### src/rtl/alu_seq.sv
// Registered ALU with start/busy/done handshake and a shift-add multiplier.
// Latency: 1 cycle for single-cycle ops, WIDTH+1 cycles for MUL.
// Backpressure: start is ignored while busy; results hold until the next done.
module alu_seq #(
  parameter int WIDTH = 4,
  parameter int CNT_W = $clog2(WIDTH) + 1
) (
  input  logic             clk,
  input  logic             rst,
  input  logic             start,
  input  logic [WIDTH-1:0] a,
  input  logic [WIDTH-1:0] b,
  input  logic [2:0]       op,
  output logic             busy,
  output logic             done,
  output logic [WIDTH-1:0] y,
  output logic [WIDTH-1:0] y_hi,
  output logic             overflow,
  output logic             zero,
  output logic             err
);

  localparam logic [0:0] S_IDLE = 1'b0;
  localparam logic [0:0] S_MUL  = 1'b1;

  localparam logic [2:0] OP_ADD = 3'b000;
  localparam logic [2:0] OP_SUB = 3'b001;
  localparam logic [2:0] OP_MUL = 3'b010;
  localparam logic [2:0] OP_NOR = 3'b011;
  localparam logic [2:0] OP_SHL = 3'b100;
  localparam logic [2:0] OP_SHR = 3'b101;

  localparam logic [CNT_W-1:0] CNT_LAST = CNT_W'(WIDTH - 1);

  logic [0:0]         state_q, state_d;
  logic [CNT_W-1:0]   cnt_q, cnt_d;
  logic [WIDTH-1:0]   a_lat_q, a_lat_d;
  logic [WIDTH-1:0]   b_lat_q, b_lat_d;
  logic [2*WIDTH-1:0] acc_q, acc_d;
  logic [WIDTH-1:0]   y_q, y_d;
  logic [WIDTH-1:0]   y_hi_q, y_hi_d;
  logic               ovf_q, ovf_d;
  logic               zero_q, zero_d;
  logic               err_q, err_d;
  logic               done_q, done_d;

  logic [WIDTH:0]     sum_w;
  logic [WIDTH-1:0]   res_y;
  logic               res_ovf;
  logic               res_err;
  logic [2*WIDTH-1:0] a_shift;
  logic               b_bit;
  logic [2*WIDTH-1:0] acc_nxt;

  // Single-cycle ops, evaluated straight from the live inputs.
  always_comb begin
    sum_w   = {1'b0, a} + {1'b0, b};
    res_y   = '0;
    res_ovf = 1'b0;
    res_err = 1'b0;
    case (op)
      OP_ADD: begin res_y = sum_w[WIDTH-1:0]; res_ovf = sum_w[WIDTH]; end
      OP_SUB: begin res_y = a - b;            res_ovf = (a < b);      end
      OP_NOR: begin res_y = ~(a | b);                                 end
      OP_SHL: begin res_y = {a[WIDTH-2:0], 1'b0}; res_ovf = a[WIDTH-1]; end
      OP_SHR: begin res_y = {1'b0, a[WIDTH-1:1]}; res_ovf = a[0];       end
      default: begin res_err = (op != OP_MUL); end
    endcase
  end

  // One shift-add step: add the latched multiplicand shifted by the bit index
  // whenever the corresponding multiplier bit is set.
  always_comb begin
    a_shift = {{WIDTH{1'b0}}, a_lat_q} << cnt_q;
    b_bit   = |(b_lat_q & (WIDTH'(1) << cnt_q));
    acc_nxt = acc_q + (b_bit ? a_shift : '0);
  end

  // Handshake FSM and result/flag update.
  always_comb begin
    state_d = state_q;
    cnt_d   = cnt_q;
    a_lat_d = a_lat_q;
    b_lat_d = b_lat_q;
    acc_d   = acc_q;
    y_d     = y_q;
    y_hi_d  = y_hi_q;
    ovf_d   = ovf_q;
    zero_d  = zero_q;
    err_d   = err_q;
    done_d  = 1'b0;
    case (state_q)
      S_IDLE: begin
        if (start) begin
          if (op == OP_MUL) begin
            a_lat_d = a;
            b_lat_d = b;
            acc_d   = '0;
            cnt_d   = '0;
            state_d = S_MUL;
          end else begin
            y_d    = res_y;
            y_hi_d = '0;
            ovf_d  = res_ovf;
            zero_d = (res_y == '0);
            err_d  = res_err;
            done_d = 1'b1;
          end
        end
      end
      S_MUL: begin
        acc_d = acc_nxt;
        cnt_d = cnt_q + CNT_W'(1);
        if (cnt_q == CNT_LAST) begin
          y_d     = acc_nxt[WIDTH-1:0];
          y_hi_d  = acc_nxt[2*WIDTH-1:WIDTH];
          ovf_d   = |acc_nxt[2*WIDTH-1:WIDTH];
          zero_d  = (acc_nxt[WIDTH-1:0] == '0);
          err_d   = 1'b0;
          done_d  = 1'b1;
          state_d = S_IDLE;
        end
      end
      default: state_d = S_IDLE;
    endcase
  end

  // State registers with synchronous reset that aborts any operation.
  always_ff @(posedge clk) begin
    if (rst) begin
      state_q <= S_IDLE;
      cnt_q   <= '0;
      a_lat_q <= '0;
      b_lat_q <= '0;
      acc_q   <= '0;
      y_q     <= '0;
      y_hi_q  <= '0;
      ovf_q   <= 1'b0;
      zero_q  <= 1'b0;
      err_q   <= 1'b0;
      done_q  <= 1'b0;
    end else begin
      state_q <= state_d;
      cnt_q   <= cnt_d;
      a_lat_q <= a_lat_d;
      b_lat_q <= b_lat_d;
      acc_q   <= acc_d;
      y_q     <= y_d;
      y_hi_q  <= y_hi_d;
      ovf_q   <= ovf_d;
      zero_q  <= zero_d;
      err_q   <= err_d;
      done_q  <= done_d;
    end
  end

  assign busy     = (state_q == S_MUL);
  assign done     = done_q;
  assign y        = y_q;
  assign y_hi     = y_hi_q;
  assign overflow = ovf_q;
  assign zero     = zero_q;
  assign err      = err_q;

endmodule

### config.mk
export PLATFORM = sky130hd
export DESIGN_NAME = alu_seq
export DESIGN_NICKNAME = d
export VERILOG_FILES = /design/src/rtl/alu_seq.sv
export SDC_FILE = /design/constraint.sdc
export NUM_CORES = 1
export LEC_CHECK = 0
export BUFFER_PORTS_ARGS = -buffer_cell sky130_fd_sc_hd__clkbuf_2
export CORE_ASPECT_RATIO = 0.8
export CORE_MARGIN = 2
export CORE_UTILIZATION = 55
export DETAILED_ROUTE_END_ITERATION = 10
export MAX_ROUTING_LAYER = met4
export PLACE_DENSITY = 0.8
export REMOVE_ABC_BUFFERS = 1
export SLEW_MARGIN = 20
export SYNTH_ARGS = -nofsm -noshare
export SYNTH_HDL_FRONTEND = slang
export SYNTH_SLANG_ARGS = --single-unit
### constraint.sdc
create_clock -name clk -period 9.9 [get_ports clk]
set_input_delay 0.495 -clock clk [delete_from_list [all_inputs] [get_ports clk]]
set_output_delay 0.495 -clock clk [all_outputs]
set_load 0.05 [all_outputs]
* Word-level counts from Yosys, hierarchy flattened
Index checks and enable logic that the tools add are counted. Widths: inputs -> output; s select.
Word-level totals: bits in latches 0, word-level logic and storage cells 80, memories 0, output and inout bits 13, flip-flop bits (word level) 32, memory bits (read-only) 0, bits in writable memories 0
Cells by class: $add $sub $neg 4, bitwise operators 4, muxes and demuxes 38, div/mod/pow operators 0, $mul 0, equality and inequality tests 11, order comparisons 1, shifts and indexed selects 2, reduce and logical (&&, ||, !) cells 9
Operator list (count):
- $mux 4 | 6
- $mux 8 | 3
- $pmux 4 s5 | 1
- $mux 1 | 16
- $pmux 4 s2 | 2
- $pmux 8 s2 | 1
- $pmux 1 s2 | 5
- $eq 3x2->1 const B | 3
- $add 8x8->8 | 1
- $logic_not 4->1 | 2
- $reduce_or 4->1 | 2
- $shl 4x3->8 | 1
- $eq 3x3->1 const B | 2
- $mux 3 | 2
- $ne 2x2->1 const B | 3
- $pmux 3 s2 | 1
- $reduce_and 3->1 | 2
- $add 4x4->5 | 1
- $reduce_or 5->1 | 1
- $and 4x4->4 | 1
- $lt 4x4->1 | 1
- $not 4->4 | 1
- $or 4x4->4 | 1
- $pmux 1 s4 | 1
- 9 further kinds | 9

* Longest topological paths before layout
Gate-level depths: netlist (run 1).
depth in word-level cells 8, mapped depth 15, depth with buffers taken out 14

* Worst setup path before layout (run 1)
OpenSTA, ideal clock, no wires.
path kind register -> register, start reg cnt_q[1], end reg ovf_q, in the netlist overflow, library setup time 0.081 ns, arrival time 3.201 ns, required time 9.819 ns, period minus slack after synthesis 3.282 ns, setup slack 6.618 ns, buffers on the path 1, cell stages (with the launch flop) 16, path through dfxtp_1 > clkbuf_1 > inv_1 > ha_1 > a222oi_1 > nor2_1 > a21oi_1 > nor4_1 > ha_1 > fa_1 > a211oi_1 > o21bai_1 > a21oi_1 > xnor2_1 > nand2_1 > a41oi_1
On the way: cells in the longest elaborated chain, start to end 8
RTL lines:
- from (decl) | RTL line 36 | logic [CNT_W-1:0] cnt_q, cnt_d;
- from (signal assigned) | RTL line 144 | cnt_q <= cnt_d;
- $shl 1x3->4 | RTL line 75 | b_bit = |(b_lat_q & (WIDTH'(1) << cnt_q));
- $and 4x4->4 | RTL line 75
- $reduce_or 4->1 | RTL line 75
- $mux 8 | RTL line 76 | acc_nxt = acc_q + (b_bit ? a_shift : '0);
- $add 8x8->8 | RTL line 76
- $reduce_or 4->1 | RTL line 117 | ovf_d = |acc_nxt[2*WIDTH-1:WIDTH];
- $mux 1 | RTL line 114 | if (cnt_q == CNT_LAST) begin
- $pmux 1 s2 | RTL line 92 | case (state_q)
- to (signal assigned) | RTL line 150 | ovf_q <= ovf_d;
- to (decl) | RTL line 42 | logic ovf_q, ovf_d;
Parallel ways exist; a longest one is shown, timed or not. The select of a mux whose other input is x is not followed. A chain may end at the register's enable or synchronous reset.

* Worst setup path in the final report (run 1)
start reg cnt_q[0], end reg ovf_q, in the netlist overflow
The elaborated chain is that of the path after synthesis.

==> metrics.md, run 1 <==
| Metric | Value |
|---|---|
| Antenna-violating nets left | `0` |
| Hold slack | `0.450 ns` |
| Overflow left after global routing | `0` |
| Post-synth EDFFs | `0` |
| First-pass GRT wire length | `8360 um` |
| Routed vias/inst | `5.76` |
| CP Class | `reg -> reg` |
| Final Setup Violations | `0` |
| # hold bufs at CTS | `0` |
| Routing usage on met2 | `35.9%` |
| Top-count cell post-synth | `nor2_1` |
| Min-Delay Path Depth | `2` |
| Place WS | `6.35 ns` |
| Count of input and output buffers | `26` |
| Root Buffer | `clkbuf_8` |
| # Post-CTS Setup Buffers | `0` |
| Startpoint types | `register` |
| Asr flop ratio synth | `0%` |
| CTS Sinks | `32` |
| Rows | `20` |
| Layout Nets | `330` |
| TNS Setup | `0 ns` |
| PwrDens | `114 nW/um2` |
| First-pass iteration count of the detailed router | `4` |
| Met3 Track Usage GR | `4.58%` |
| Fmax | `276 MHz` |
| Hold Vio Cnt, Final | `0` |
| Hold_sp | `y[2]$_SDFFE_PP0P_` |
| Die width | `75.5 um` |
| Slew Viols, Final | `0` |
| Sequential area share after synthesis | `28.5%` |
| Worst EP required | `10.11 ns` |
| CP arrival | `3.82 ns` |
| Worst setup margin | `6.28 ns` |
| Post_cts resized | `0` |
| Unrepaired setup endpoints after global routing | `no` |
| Die height | `61.2 um` |
| Tmin final | `3.62 ns` |
| Core box area | `3850 um2` |
| IO Count | `27` |
| Layout overhead on the synthesized area | `9.78%` |
| CP endpoint kind | `register` |
| Gr usage total | `24.8%` |
| Leading area contributor after synthesis | `dfxtp_1` |
| Clk_lat worst skew | `0.28 ns` |
| Total wire length | `5040 um` |
| LEAKAGE | `1.05 nW` |
| Gr busiest metal | `met2` |
| Synth top cells by count | `nor2_1 (38), dfxtp_1 (32), ha_1 (24)` |
| Syn avg cell area | `8.34 um2` |
| Top cells by area, synth | `dfxtp_1 (28%), ha_1 (13%), nor2_1 (6.3%), mux2i_1 (5.8%), a21oi_1 (4.9%)` |
| Syn Std Cell Area | `2250 um2` |
| Initial core utilization | `58.4%` |
| Final Skew | `0.00523 ns` |
| Clk slew on worst S/H paths | `0.07 ns` |
| Max_cap viols | `0` |
| Initial antenna violation count | `0` |
| Slew @ Worst Pin | `0.770 ns` |
| HPWL after DPL | `3670 um` |
| H-Tree Depth | `2` |
| Reg2reg path depth | `14` |
| Share of cells above drive strength 1 | `15.2%` |
| Netlist cell types | `48` |
| Worst-path fanout max | `9` |
| GP Congestion | `0.942` |
| Worst R2R Start | `cnt_q[0]$_SDFFE_PP0P_` |
| TritonCTS clock tree | `done` |
| Synth warnings | `0` |
| Die Footprint | `4620 um2` |
| Worst min path class | `reg -> reg` |
| Top FF cell, synth | `dfxtp_1` |
| DR WL/cell | `14.7 um` |
| Slew margin rel. | `48.6%` |
| Hold Path End | `y[2]$_SDFFE_PP0P_` |
| Synth top area share | `28.5%` |
| Num CTS Buffers | `5` |
| Grt met1 use | `34.8%` |
| CTS Buffer Depth | `2` |
| Vias | `1981` |
| DR DRC count | `0` |
| Synth Instances | `270` |
| Worst vdd ir | `77.9 uV` |
| Largest net degree at the start of global routing | `33` |
| Vias in the first global route | `1740` |
| Ant. Diodes | `0` |
| Crit share post-route | `36.5%` |
| #FFs+latches synth | `32` |
| Layout Utilization | `64.1%` |
| Status | `finished clean` |
| R2r setup slk | `6.28 ns` |
| Crit Reg-Reg Endpoint | `overflow$_SDFFE_PP0P_` |
| Initial DRC count | `198` |
-- sequential cells by signal (all words and copies together), names as in the netlist --
| signal | flops |
|---|---|
| a_lat_q | 4 |
| zero | 1 |
| acc_q | 8 |
| err | 1 |
| done | 1 |
| busy | 1 |
| overflow | 1 |
| y_hi | 4 |
| cnt_q | 3 |
| y | 4 |
| b_lat_q | 4 |
-- worst max-delay path by stage --
| stage | from | to | slack (ns) |
|---|---|---|---|
| after detailed placement | cnt_q[0]$_SDFFE_PP0P_ | overflow$_SDFFE_PP0P_ | 6.35 |
| after global routing | cnt_q[0]$_SDFFE_PP0P_ | overflow$_SDFFE_PP0P_ | 6.02 |
| after floorplan | cnt_q[0]$_SDFFE_PP0P_ | overflow$_SDFFE_PP0P_ | 6.66 |
| after global placement | cnt_q[1]$_SDFFE_PP0P_ | overflow$_SDFFE_PP0P_ | 6.50 |
| after CTS | cnt_q[0]$_SDFFE_PP0P_ | overflow$_SDFFE_PP0P_ | 6.34 |
| final | cnt_q[0]$_SDFFE_PP0P_ | overflow$_SDFFE_PP0P_ | 6.28 |
-- worst max-delay path: stages, from the launching register on --
cell	delay (ns)
dfxtp_1	0.53
inv_1	0.14
ha_1	0.23
a222oi_1	0.35
nor2_1	0.07
a21oi_1	0.38
nor4_1	0.12
ha_1	0.25
fa_1	0.42
a211oi_1	0.30
o21bai_1	0.12
a21oi_1	0.18
xnor2_1	0.16
nand2_1	0.10
a41oi_1	0.21
-- layer usage --
| layer | vias to the layer above | share of wire (%) |
|---|---|---|
| li1 | 1000 | - |
| met1 | 914 | 50 |
| met2 | 61 | 43 |
| met3 | 6 | 6.1 |
| met4 | 0 | 1.1 |
| met5 | - | 0 |
-- kinds of logic after synthesis --
family / count (synthesis) / share of synthesized area [%]
AND/OR/NAND/NOR: 83 / 17.1
AO/OA/AOI/OAI: 69 / 20.1
buffers and inverters: 33 / 6.28
flip-flops: 32 / 28.5
adder cells (fa/ha/maj): 27 / 16.0
multiplexers: 19 / 9.28
XOR/XNOR: 7 / 2.72
-- metrics by stage --
step	cell area (um2)	std cells	power (mW)
3_3_place_gp	2380	337	0.188
3_5_place_dp	2380	337	0.188
2_1_floorplan	2180	255	0.170
6_report	2470	344	0.281
4_1_cts	2460	344	0.282
5_1_grt	2470	344	0.293
-- cell type report --
| class | instances | area (um2) |
|---|---|---|
| clock buffer | 5 | 68.8 |
| clock inverter | 2 | 12.5 |
| fill | 361 | 1380 |
| inverter | 18 | 67.6 |
| multi-input combinational | 205 | 1480 |
| sequential | 32 | 641 |
| tap | 55 | 68.8 |
| timing repair buffer | 27 | 138 |
-- power by group --
part	switching [mW]	leakage [nW]	internal, mW
Sequential	0.00314	0.259	0.132
Clock	0.0479	0.0400	0.0475
Combinational	0.0337	0.756	0.0173
-- layout by cell type, fill, tap and decap left out, types with 4 or more instances in the layout --
master	instances
nor2_1	38
a22oi_1	7
nand2_1	17
clkbuf_2	26
dfxtp_1	32
a211oi_1	4
ha_1	24
inv_1	18
xnor2_1	5
nand4_1	4
o21ai_0	11
clkbuf_8	5
nor4_1	4
mux2_2	5
mux2i_1	13
a21oi_1	22
(Power assumes the default switching activity.)
==> run 2: changes to the inputs <==
CORE_UTILIZATION = 53   (was 55)
PLACE_DENSITY = 0.81   (was 0.8)
clock period = 3.05 ns   (was 9.9 ns; I/O delays follow)
==> metrics.md, run 2 (synthesized netlist as in run 1, its figures left out) <==
| Metric | Value |
|---|---|
| Status | `finished clean (unchanged)` |
| Reg with most FFs | `acc_q (unchanged)` |
| Routing usage on met2 | `34.6% (was 35.9%)` |
| Hold Vio Cnt, Final | `0 (unchanged)` |
| HPWL after DPL | `3710 um (was 3670 um)` |
| Initial core utilization | `54.6% (was 58.4%)` |
| Worst vdd ir | `279 uV (was 77.9 uV)` |
| Share of cells above drive strength 1 | `20.9% (was 15.2%)` |
| Slew @ Worst Pin | `0.659 ns (was 0.770 ns)` |
| Worst min path class | `in -> reg (was reg -> reg)` |
| First-pass iteration count of the detailed router | `5 (was 4)` |
| # Post-CTS Setup Buffers | `0 (unchanged)` |
| Total wire length | `5270 um (was 5040 um)` |
| Post-route design area | `2630 um2 (was 2470 um2)` |
| Vias in the first global route | `1854 (was 1740)` |
| Initial DRC count | `168 (was 198)` |
| DR DRC count | `0 (unchanged)` |
| Worst path max stage delay | `0.37 ns (was 0.53 ns)` |
| CP arrival | `3.09 ns (was 3.82 ns)` |
| Placed Area | `2480 um2 (was 2380 um2)` |
| Startpoint types | `register (unchanged)` |
| Final Skew | `0.0134 ns (was 0.00523 ns)` |
| Slew Viols, Final | `0 (unchanged)` |
| GP Congestion | `0.939 (was 0.942)` |
| CP Class | `reg -> reg (unchanged)` |
| Initial antenna violation count | `0 (unchanged)` |
| CP endpoint kind | `register (unchanged)` |
| Die height | `62.3 um (was 61.2 um)` |
| Fmax | `344 MHz (was 276 MHz)` |
| Max_cap viols | `0 (unchanged)` |
| Die width | `76.9 um (was 75.5 um)` |
| IO Count | `27 (unchanged)` |
| Final Setup Violations | `0 (unchanged)` |
| Largest net degree at the start of global routing | `33 (unchanged)` |
| Layout Nets | `342 (was 330)` |
| Met3 Track Usage GR | `5.23% (was 4.58%)` |
| Worst EP required | `3.23 ns (was 10.11 ns)` |
| First-pass GRT wire length | `8710 um (was 8360 um)` |
| Slew margin rel. | `56.1% (was 48.6%)` |
| Gr usage total | `23.2% (was 24.8%)` |
| Slowest-stage cell, CP | `ha_1 (was dfxtp_1)` |
| H-Tree Depth | `2 (unchanged)` |
| Core box area | `4130 um2 (was 3850 um2)` |
| CP Buf/Inv Count | `3 (was 1)` |
| Ant. Diodes | `0 (unchanged)` |
| Vias | `2068 (was 1981)` |
| CTS Buffer Depth | `2 (unchanged)` |
| Clk_lat worst skew | `0.29 ns (was 0.28 ns)` |
| CP delay by family, top | `compound AO/OA/AOI/OAI gates (unchanged)` |
| Rows | `21 (was 20)` |
| Max reg flops | `8 (unchanged)` |
| Routed vias/inst | `5.76 (about the same)` |
| PwrDens | `401 nW/um2 (was 114 nW/um2)` |
| Layout Utilization | `63.8% (was 64.1%)` |
| TritonCTS clock tree | `done (unchanged)` |
| Overflow left after global routing | `0 (unchanged)` |
| Crit share post-route | `95.3% (was 36.5%)` |
| Layout overhead on the synthesized area | `16.8% (was 9.78%)` |
| Grt met1 use | `31.5% (was 34.8%)` |
| Root Buffer | `clkbuf_8 (unchanged)` |
| Antenna-violating nets left | `0 (unchanged)` |
| Num CTS Buffers | `5 (unchanged)` |
| Worst-path fanout max | `6 (was 9)` |
| LEAKAGE | `1.14 nW (was 1.05 nW)` |
| Commonest cells after routing, fill and taps aside | `nor2_1 (38), dfxtp_1 (31), clkbuf_2 (26), ha_1 (23), a21oi_1 (21) (was nor2_1 (38), dfxtp_1 (32), clkbuf_2 (26), ha_1 (24), a21oi_1 (22))` |
| Crit path cell chain | `inv_1 > ha_1 > a222oi_1 > nor2_1 > a21oi_2 > buf_4 > a2111oi_2 > ha_1 > a211oi_2 > o21bai_1 > a21oi_1 > xnor2_1 > buf_4 > a32o_1 (was inv_1 > ha_1 > a222oi_1 > nor2_1 > a21oi_1 > nor4_1 > ha_1 > fa_1 > a211oi_1 > o21bai_1 > a21oi_1 > xnor2_1 > nand2_1 > a41oi_1)` |
| Commonest non-fill, non-tap cell in the layout | `nor2_1 (unchanged)` |
| Clk slew on worst S/H paths | `0.08 ns (was 0.07 ns)` |
| Gr busiest metal | `met2 (unchanged)` |
| CTS Sinks | `32 (unchanged)` |
| Count of input and output buffers | `26 (unchanged)` |
| Die Footprint | `4790 um2 (was 4620 um2)` |
| Tmin final | `2.91 ns (was 3.62 ns)` |
| DR WL/cell | `14.7 um (about the same)` |
[run 2: cell count changes in the layout (fill, tap and decap cells not counted), sizes merged]
cell | before | now
buf | 1 | 13
clkbuf | 31 | 33
bufinv | 0 | 1
clkinv | 1 | 0
clkinvlp | 1 | 0
[run 2: what timing repair did]
action / CTS / global route
gates resized for setup: 1 / 7
hold buffers: 0 / 0
setup endpoints to repair: 1 / 10
pin swaps: 0 / 2
[run 2: per-stage QoR]
step	total power [mW]	worst slack, ns	instances	TNS, ns	hold slack (ns)
6_report	1.06	0.144	359	0	0.165
5_1_grt	1.10	-0.0545	359	-0.190	0.175
4_1_cts	1.05	0.00541	359	0	0.165
3_5_place_dp	0.613	0.0228	351	0	0.448
3_3_place_gp	0.610	0.108	351	0	0.439
2_1_floorplan	0.553	-0.188	255	-0.455	0.222
[run 2: cell type report]
type,count,area [um2]
fillers,356,1500
multi-input cells,205,1500
clock inverters,1,30.0
clock buffers,7,96.3
repair buffers,39,228
inverters,18,67.6
flip-flops and latches,32,642
well taps,57,71.3
[run 2: worst reg2reg max path: cells and delay by family (launching register included)]
kind                     cells  cell delay, ns
AND/OR/NAND/NOR              1            0.09
AO/OA/AOI/OAI                7            1.33
XOR/XNOR                     1            0.10
buffers and inverters        3            0.37
adder cells (fa/ha/maj)      2            0.58
flip-flops                   1            0.33
[run 2: final timing paths]
kind / startpoint / end / slack [ns] / depth (start not counted)
setup / recovery: cnt_q[0]$_SDFFE_PP0P_ / y_hi[2]$_SDFFE_PP0P_ / 0.14 / 14
hold / removal: b[3] / b_lat_q[3]$_SDFFE_PP0P_ / 0.17 / 3
setup reg to reg: cnt_q[0]$_SDFFE_PP0P_ / y_hi[2]$_SDFFE_PP0P_ / 0.14 / 14
hold reg to reg: err$_SDFFE_PP0P_ / err$_SDFFE_PP0P_ / 0.45 / 2
[run 2: metal layers]
metal / up-vias / wire length, um
met3: 19 / 421
met1: 925 / 2420
met2: 102 / 2300
met4: 0 / 127
li1: 1022 / -
met5: - / 0
[run 2: power breakdown]
part | internal, mW | switching [mW] | total (mW) | leakage, nW
combinational | 0.0584 | 0.111 | 0.169 | 0.813
clock | 0.288 | 0.162 | 0.451 | 0.0645
sequential | 0.428 | 0.00762 | 0.436 | 0.260
total | 0.775 | 0.281 | 1.06 | 1.14
==> run 3: changes to the inputs <==
CORE_UTILIZATION = 55   (was 53)
CTS_BUF_LIST = sky130_fd_sc_hd__clkbuf_2 sky130_fd_sc_hd__clkbuf_4 sky130_fd_sc_hd__clkbuf_8   (was not set)
CTS_CLUSTER_DIAMETER = 60   (was not set)
PLACE_DENSITY = 0.83   (was 0.81)
==> metrics.md, run 3 (synthesized netlist as in run 1, its figures left out) <==
| Metric | Value |
|---|---|
| Status | `finished clean (unchanged)` |
| Die width | `75.5 um (was 76.9 um)` |
| Slew margin rel. | `29.3% (was 56.1%)` |
| Slew @ Worst Pin | `1.06 ns (was 0.659 ns)` |
| Multi-input combinational cell area | `1560 um2 (was 1500 um2)` |
| Final Skew | `0.00522 ns (was 0.0134 ns)` |
| Placed Area | `2440 um2 (was 2480 um2)` |
| Commonest non-fill, non-tap cell in the layout | `nor2_1 (unchanged)` |
| TritonCTS clock tree | `done (unchanged)` |
| Final Setup Violations | `0 (unchanged)` |
| DR DRC count | `0 (unchanged)` |
| Crit Reg-Reg Endpoint | `overflow$_SDFFE_PP0P_ (was y_hi[2]$_SDFFE_PP0P_)` |
| Layout overhead on the synthesized area | `19.1% (was 16.8%)` |
| IO Count | `27 (unchanged)` |
| Worst Setup SP | `cnt_q[0]$_SDFFE_PP0P_ (unchanged)` |
| Startpoint types | `register (unchanged)` |
| First-pass iteration count of the detailed router | `5 (unchanged)` |
| CTS Buffer Depth | `2 (unchanged)` |
| Sequential Area | `646 um2 (was 642 um2)` |
| Hold slack | `0.175 ns (was 0.165 ns)` |
| Clk slew on worst S/H paths | `0.07 ns (was 0.08 ns)` |
| CP arrival | `3.24 ns (was 3.09 ns)` |
| First-pass GRT wire length | `8580 um (was 8710 um)` |
| Worst min path class | `in -> reg (unchanged)` |
| CP endpoint kind | `register (unchanged)` |
| Routed vias/inst | `6.01 (was 5.76)` |
| LEAKAGE | `1.14 nW (about the same)` |
| Worst R2R Start | `cnt_q[0]$_SDFFE_PP0P_ (unchanged)` |
| Worst vdd ir | `218 uV (was 279 uV)` |
| Post-route design area | `2680 um2 (was 2630 um2)` |
| H-Tree Depth | `2 (unchanged)` |
| Critical Path End | `overflow$_SDFFE_PP0P_ (was y_hi[2]$_SDFFE_PP0P_)` |
| Max reg flops | `8 (unchanged)` |
| Core box area | `3850 um2 (was 4130 um2)` |
| Slew Viols, Final | `0 (unchanged)` |
| Max_cap viols | `0 (unchanged)` |
| Die height | `61.2 um (was 62.3 um)` |
| Vias | `2153 (was 2068)` |
| Initial DRC count | `244 (was 168)` |
| Rows | `20 (was 21)` |
| GP Congestion | `0.857 (was 0.939)` |
| Layout Utilization | `69.6% (was 63.8%)` |
| Share of cells above drive strength 1 | `24.1% (was 20.9%)` |
| Layout Nets | `343 (was 342)` |
| CP Class | `reg -> reg (unchanged)` |
| Reg2reg path depth | `14 (unchanged)` |
| Overflow left after global routing | `0 (unchanged)` |
| PwrDens | `357 nW/um2 (was 401 nW/um2)` |
| Antenna-violating nets left | `0 (unchanged)` |
| Worst-path fanout max | `3 (was 6)` |
| Crit share post-route | `99.1% (was 95.3%)` |
| Vias in the first global route | `1820 (was 1854)` |
| DR WL/cell | `16.0 um (was 14.7 um)` |
| Commonest cells after routing, fill and taps aside | `nor2_1 (37), dfxtp_1 (30), clkbuf_2 (26), a21oi_1 (21), ha_1 (20) (was nor2_1 (38), dfxtp_1 (31), clkbuf_2 (26), ha_1 (23), a21oi_1 (21))` |
| Initial antenna violation count | `0 (unchanged)` |
| Worst EP required | `3.27 ns (was 3.23 ns)` |
| Largest net degree at the start of global routing | `33 (unchanged)` |
| Clk_lat worst skew | `0.29 ns (about the same)` |
| Tmin final | `3.02 ns (was 2.91 ns)` |
| HPWL after DPL | `3880 um (was 3710 um)` |
| Die Footprint | `4620 um2 (was 4790 um2)` |
| Fmax | `331 MHz (was 344 MHz)` |
| Fill cell count | `312 (was 356)` |
| Reg with most FFs | `acc_q (unchanged)` |
| CTS Sinks | `32 (unchanged)` |
| Initial core utilization | `58.4% (was 54.6%)` |
| Total wire length | `5720 um (was 5270 um)` |
| Hold Vio Cnt, Final | `0 (unchanged)` |
| R2r setup slk | `0.03 ns (was 0.14 ns)` |
| Num CTS Buffers | `5 (unchanged)` |
| Root Buffer | `clkbuf_8 (unchanged)` |
| Unrepaired setup endpoints after global routing | `yes` |
| Count of input and output buffers | `26 (unchanged)` |
| Ant. Diodes | `0 (unchanged)` |
| Gr usage total | `25.4% (was 23.2%)` |
run 3: worst min-delay path by stage:
stage                              end  slack (ns)               from  depth (start not counted)
5_1_grt        b_lat_q[3]$_SDFFE_PP0P_        0.19               b[3]                          3
6_report       b_lat_q[3]$_SDFFE_PP0P_        0.18               b[3]                          3
2_1_floorplan    acc_q[1]$_SDFFE_PP0P_        0.22                rst                          1
3_5_place_dp         y[2]$_SDFFE_PP0P_        0.44  y[2]$_SDFFE_PP0P_                          2
4_1_cts        b_lat_q[3]$_SDFFE_PP0P_        0.17               b[3]                          3
3_3_place_gp          err$_SDFFE_PP0P_        0.44   err$_SDFFE_PP0P_                          2
run 3: what timing repair did:
| item | 4_1_cts | 5_1_grt |
|---|---|---|
| hold buffers | 0 | 0 |
| buffers inserted | 0 | 6 |
| setup endpoints to repair | 2 | 11 |
| pin swaps | 0 | 8 |
| resized for setup | 1 | 25 |
run 3: layout make-up:
type | count | share of cell area [%]
sequential | 32 | 24.1
clock buffer | 6 | 3.08
tap | 55 | 2.57
multi-input combinational | 205 | 58.1
clock inverter | 2 | 0.373
inverter | 18 | 2.61
timing repair buffer | 40 | 9.19
run 3: metal layers:
layer	wire length [um]	up-vias	track usage, %	part of all wire [%]
met3	501	11	6.87	8.8
met2	2600	116	38.3	45
met5	0	-	-	0
met4	95	0	7.27	1.7
li1	-	1029	-	-
met1	2520	997	33.5	44
run 3: worst max-delay path: stages (launching register included):
cell	delay (ns)
dfxtp_4	0.37
inv_4	0.05
ha_4	0.14
a222oi_1	0.38
nor2_1	0.13
a21oi_2	0.19
nor4_1	0.08
ha_2	0.20
fa_2	0.37
a211oi_2	0.23
o21bai_1	0.10
a21oi_1	0.18
xnor2_1	0.18
nand2_1	0.12
a41oi_1	0.22
run 3: where the power goes:
part	switching (mW)	internal, mW	total [mW]	leakage, nW
sequential	0.00940	0.428	0.437	0.260
clock	0.163	0.180	0.343	0.0510
combinational	0.116	0.0605	0.176	0.826
run 3: stage by stage:
stage	power, mW	worst slack, ns	instances	setup TNS, ns
5_1_grt	0.999	-0.158	358	-0.917
6_report	0.956	0.0268	358	0
4_1_cts	0.950	0.00132	352	0
3_3_place_gp	0.609	0.0966	344	0
2_1_floorplan	0.553	-0.188	255	-0.455
3_5_place_dp	0.613	-0.0667	344	-0.0667
